<file path="src/rtl/conv55_seq_ctrl.sv">
// Sequencing controller for a 5x5 convolution window: one pixel/coefficient
// pair per beat, a single 8x8 multiplier, and a 21-bit accumulator that is
// presented as a single result per window.
// Optional build macro CONV55_SAT18_EN clamps the result to 18 bits and
// raises out_sat whenever the clamp is applied.
module conv55_seq_ctrl #(
  parameter int TAPS = 25
) (
  input  logic        clk,
  input  logic        rst,
  input  logic        clr,
  input  logic        in_valid,
  output logic        in_ready,
  input  logic [7:0]  in_pix,
  input  logic [7:0]  in_coef,
  output logic [4:0]  tap_idx,
  output logic        out_valid,
  input  logic        out_ready,
  output logic [20:0] out_data,
  output logic        out_sat
);

  localparam logic [4:0]  LAST_TAP = 5'(TAPS - 1);
  localparam logic [20:0] SAT_MAX  = 21'd262143;

  typedef enum logic [1:0] {
    IDLE = 2'd0,
    ACC  = 2'd1,
    OUT  = 2'd2
  } state_t;

  state_t      state;
  logic [20:0] acc;
  logic [15:0] prod;
  logic [20:0] prod_ext;
  logic [20:0] sum_next;
  logic [20:0] res_data;
  logic        res_sat;
  logic        beat;

  always_comb begin
    prod     = in_pix * in_coef;
    prod_ext = {5'd0, prod};
    sum_next = acc + prod_ext;
    beat     = in_valid & in_ready;
  end

`ifdef CONV55_SAT18_EN
  always_comb begin
    if (sum_next > SAT_MAX) begin
      res_data = SAT_MAX;
      res_sat  = 1'b1;
    end else begin
      res_data = sum_next;
      res_sat  = 1'b0;
    end
  end
`else
  always_comb begin
    res_data = sum_next;
    res_sat  = 1'b0;
  end
`endif

  // rst beats clr, and clr beats every handshake, including a beat in flight.
  always_ff @(posedge clk) begin
    if (rst) begin
      state     <= IDLE;
      acc       <= '0;
      tap_idx   <= '0;
      in_ready  <= 1'b1;
      out_valid <= 1'b0;
      out_data  <= '0;
      out_sat   <= 1'b0;
    end else if (clr) begin
      state     <= IDLE;
      acc       <= '0;
      tap_idx   <= '0;
      in_ready  <= 1'b1;
      out_valid <= 1'b0;
    end else begin
      case (state)
        IDLE: begin
          if (beat) begin
            acc     <= prod_ext;
            tap_idx <= 5'd1;
            state   <= ACC;
          end
        end
        ACC: begin
          if (beat) begin
            acc <= sum_next;
            if (tap_idx == LAST_TAP) begin
              state     <= OUT;
              tap_idx   <= '0;
              in_ready  <= 1'b0;
              out_valid <= 1'b1;
              out_data  <= res_data;
              out_sat   <= res_sat;
            end else begin
              tap_idx <= tap_idx + 5'd1;
            end
          end
        end
        OUT: begin
          // Result holds until the consumer takes it; intake stays closed.
          if (out_ready) begin
            state     <= IDLE;
            acc       <= '0;
            in_ready  <= 1'b1;
            out_valid <= 1'b0;
          end
        end
        default: begin
          state     <= IDLE;
          acc       <= '0;
          tap_idx   <= '0;
          in_ready  <= 1'b1;
          out_valid <= 1'b0;
        end
      endcase
    end
  end

endmodule

</file>
<file path="config.mk">
export PLATFORM = sky130hd
export DESIGN_NAME = conv55_seq_ctrl
export DESIGN_NICKNAME = d
export VERILOG_FILES = /design/src/rtl/conv55_seq_ctrl.sv
export SDC_FILE = /design/constraint.sdc
export NUM_CORES = 1
export LEC_CHECK = 0
export ABC_AREA = 1
export CORE_UTILIZATION = 40
export CTS_CLUSTER_SIZE = 16
export DETAILED_ROUTE_END_ITERATION = 6
export PLACE_DENSITY = 0.63
export SLEW_MARGIN = 30
export SYNTH_ARGS = -nofsm -noshare
export SYNTH_HDL_FRONTEND = slang
export SYNTH_SLANG_ARGS = --single-unit
</file>
<file path="constraint.sdc">
create_clock -name clk -period 6 [get_ports clk]
set_input_delay 0.9 -clock clk [delete_from_list [all_inputs] [get_ports clk]]
set_output_delay 0.9 -clock clk [all_outputs]
set_load 0.1 [all_outputs]
</file>
==> qor.csv <==
stage,metric,value,unit
outcome,status,finished clean,
finish,multi_input_area,3930,sq um
placement,dp_slack,-0.390,ns
drt,viasPerCell,4.75,
finish,fill_cells,1400,
cts,cts_hold_buf,0,
drt,wl_met1,7.19,mm
floorplanning,core.rowCount,42,
worst_setup_path,path_class,in2reg,
sta,fin_skew,0.00767,ns
floorplanning,die_y,120,um
power,ir_worst_vdd,0.201,mV
grt,globalRouteOverflowTotal,0,
sta,rsz0062_at_grt,true,
worst_setup_path,cp_max_fo,4,
drt,ant_nets,0,
worst_setup_path,crit_required,6.20,ns
worst_setup_path,ff2ff_path_depth,13,
drt,drc,0,
drt,top_layer_used,met4,
cts,insertion_delay,0.30,ns
drt,route.met2.wl,6.10,mm
logic_synthesis,synthesis.nets,991,
logic_synthesis,yosysWarnings,0,
finish,utilization,51.6,%
finish,ff_latch_area,1020,sq um
sta,post-route-period-util,95.8,%
placement,portBuffers,48,
worst_setup_path,arrival,5.95,ns
worst_setup_path,crit_path_end_kind,flop,
drt,met3_length,710,um
cts,clock_path_buffers,2,
cts,clock-sinks,51,
cts,cts_root_buf,clkbuf_16,
finish,nNetsFinal,1072,
placement,place.gp.congestion,0.954,
floorplanning,die_w,120,um
drt,first_pass_iters,5,
sta,finalSetupTns,0,ns
grt,grt_pass1_wl,24.4,mm
worst_setup_path,startpoint_type,input port,
power,total_leakage_power,3.94,nW
logic_synthesis,synth-edff-count,0,
logic_synthesis,synth.area.top_cells,"dfxtp_1 (18%), nand2_1 (17%), fa_1 (13%)",
logic_synthesis,synth-main-ff-cell,dfxtp_1,
min_path,hp-class,reg2reg,
grt,gr-usage-all-layers,20.8,%
worst_setup_path,r2r_start,acc[0]$_SDFFE_PP0P_,
floorplanning,pin_count,50,
cts,cts_tree,yes,
worst_setup_path,r2r-end,acc[6]$_SDFFE_PP0P_,
drt,wirelength,14.2,mm
logic_synthesis,async_reset_ff_share,0,%
grt,grt_max_degree,35,
sta,slew_violations,0,
sta,clock.fmax,174,MHz
drt,via_count,5405,
logic_synthesis,post-synth-top-count-cell,nand2_1,
sta,tightest_slew,0.989,ns
sta,maxSlewHeadroom,33.9,%
finish,postLayoutCellArea,6950,sq um
cts,cts-buffers-inserted,5,
drt,post_drt_wl_per_cell,12.5,um
drt,drtIter0Drc,335,
power,power,2.68,mW
finish,syn_to_final_growth,23.9,%
logic_synthesis,syn_inst,879,
sta,hold_violations,0,
sta,setup_slack,0.251,ns
logic_synthesis,ys_seq_elements,51,
floorplanning,start_util,41.7,%
logic_synthesis,ys_seq_area_share,18.2,%
flow_run,cap_violations,0,
finish,n_antenna_cell,0,
logic_synthesis,yosysTopAreaCell,dfxtp_1,
logic_synthesis,synth.distinct_cells,36,
sta,finalSetupViolations,0,
power,powerDensity,385,nW/um^2
placement,dpl.hpwl,11.3,mm
cts,clkSlewWorstSetupHoldPaths,0.08,ns
min_path,holdPathStages,2,
logic_synthesis,synth_top_area_share,18.2,%
logic_synthesis,synth_common_cells,"nand2_1 (261), inv_1 (188), nor2_1 (72)",
grt,grt_pass1_vias,5189,
floorplanning,die_area,14500,sq um
sta,fin_crit,5.75,ns
finish,layout-drive-gt1-share,10.6,%
cts,htree_levels,2,
placement,place_area,6600,sq um
grt,antenna_found_initial,0,
floorplanning,design.core.area,13500,sq um
worst_setup_path,r2r_slack,3.73,ns
cts,post_cts.repair.setup_buffers,0,
min_path,worst_hold_path.endpoint,out_valid$_SDFFE_PP0P_,
min_path,worstHoldStart,out_valid$_SDFFE_PP0P_,
logic_synthesis,syn_avg_cell_area,6.38,sq um
logic_synthesis,syn_area,5600,sq um
## power breakdown
part / total, mW / switching (mW) / leakage [nW] / internal (mW)
Clock: 0.308 / 0.150 / 0.0717 / 0.158
Combinational: 2.00 / 1.16 / 3.45 / 0.847
Sequential: 0.364 / 0.0113 / 0.413 / 0.353
## cell usage in the layout (no fill, tap or decap), types with 2 or more instances in the layout
master	instances
nand3_1	43
o21ai_0	25
and2_1	7
nor2_1	68
a211oi_1	2
o211ai_1	7
nor2_2	3
clkbuf_16	5
a21oi_1	38
inv_2	2
nand2_1	251
clkdlybuf4s50_1	36
dlygate4sd2_1	3
dfxtp_1	51
nor3_1	7
inv_1	188
buf_4	55
a21o_1	4
o21ai_1	7
ha_4	7
nor4_2	2
xor2_1	10
nor2_4	2
nand2_2	10
a21oi_2	5
xnor2_1	3
ha_1	46
dlymetal6s2s_1	8
fa_1	36
nand4_1	5
nand3b_1	6
## worst max path at each step
stage,depth (start not counted),from,end
floorplan,27,in_pix[0],acc[16]$_SDFFE_PP0P_
detailed placement,26,in_pix[3],acc[17]$_SDFFE_PP0P_
finish,24,in_pix[0],out_data[18]$_SDFFE_PP0P_
global route,30,in_pix[0],acc[14]$_SDFFE_PP0P_
global placement,27,in_pix[3],out_data[16]$_SDFFE_PP0P_
CTS,27,in_coef[3],out_data[16]$_SDFFE_PP0P_
## critical path, stage by stage
cell and delay, ns:
clkdlybuf4s50_1 0.49, nand2_1 0.08, fa_1 0.51, fa_1 0.54, inv_1 0.05, fa_1 0.54, inv_1 0.06, fa_1 0.52
inv_1 0.06, ha_4 0.28, nand2_1 0.07, nor2_1 0.09, nand2_1 0.06, nand2_1 0.12, xor2_1 0.24, ha_1 0.34
a21oi_2 0.23, o21ai_0 0.14, a21oi_1 0.26, nand2_1 0.09, nand2_1 0.06, nand2_1 0.06, o21ai_1 0.11, inv_1 0.06
## kinds of logic (layout without fill, tap and decap cells)
family,after synthesis,in the layout,share of synthesized area [%]
simple gates,408,408,30.1
buf+inv,220,302,14.9
compound gates,94,94,9.27
fa+ha+maj,91,91,25.3
flops,51,51,18.2
xor+xnor,14,14,2.19
other cells,1,1,0.0669
## layout make-up
class / count / share of cell area, %
sequential: 51 / 14.7
tap: 176 / 3.17
timing repair buffer: 103 / 13.0
clock buffer: 5 / 1.80
clock inverter: 3 / 0.342
multi-input combinational: 608 / 56.6
inverter: 191 / 10.3
## layer usage
layer,vias to the layer above,global-route usage (%)
li1,2838,-
met1,2422,29.5
met2,127,33.8
met3,18,2.78
met4,0,3.94
met5,-,0
## sequential cells by signal, indices dropped and copies added (netlist names)
name / cells
out_data: 21
out_valid: 1
tap_idx: 5
acc: 21
in_ready: 1
state: 2
## metrics by stage
step	cells	hold slack, ns
finish	1137	0.476
global placement	1129	0.462
CTS	1137	0.475
detailed placement	1129	0.456
floorplan	879	0.450
global route	1137	0.500
## repair_timing
item | 4_1_cts | 5_1_grt
setup endpoints to repair | 8 | 26
resized for setup | 5 | 47
pin swaps | 0 | 5
hold endpoints to repair | 0 | 0
Note: power is estimated with default switching activity, not from simulation.
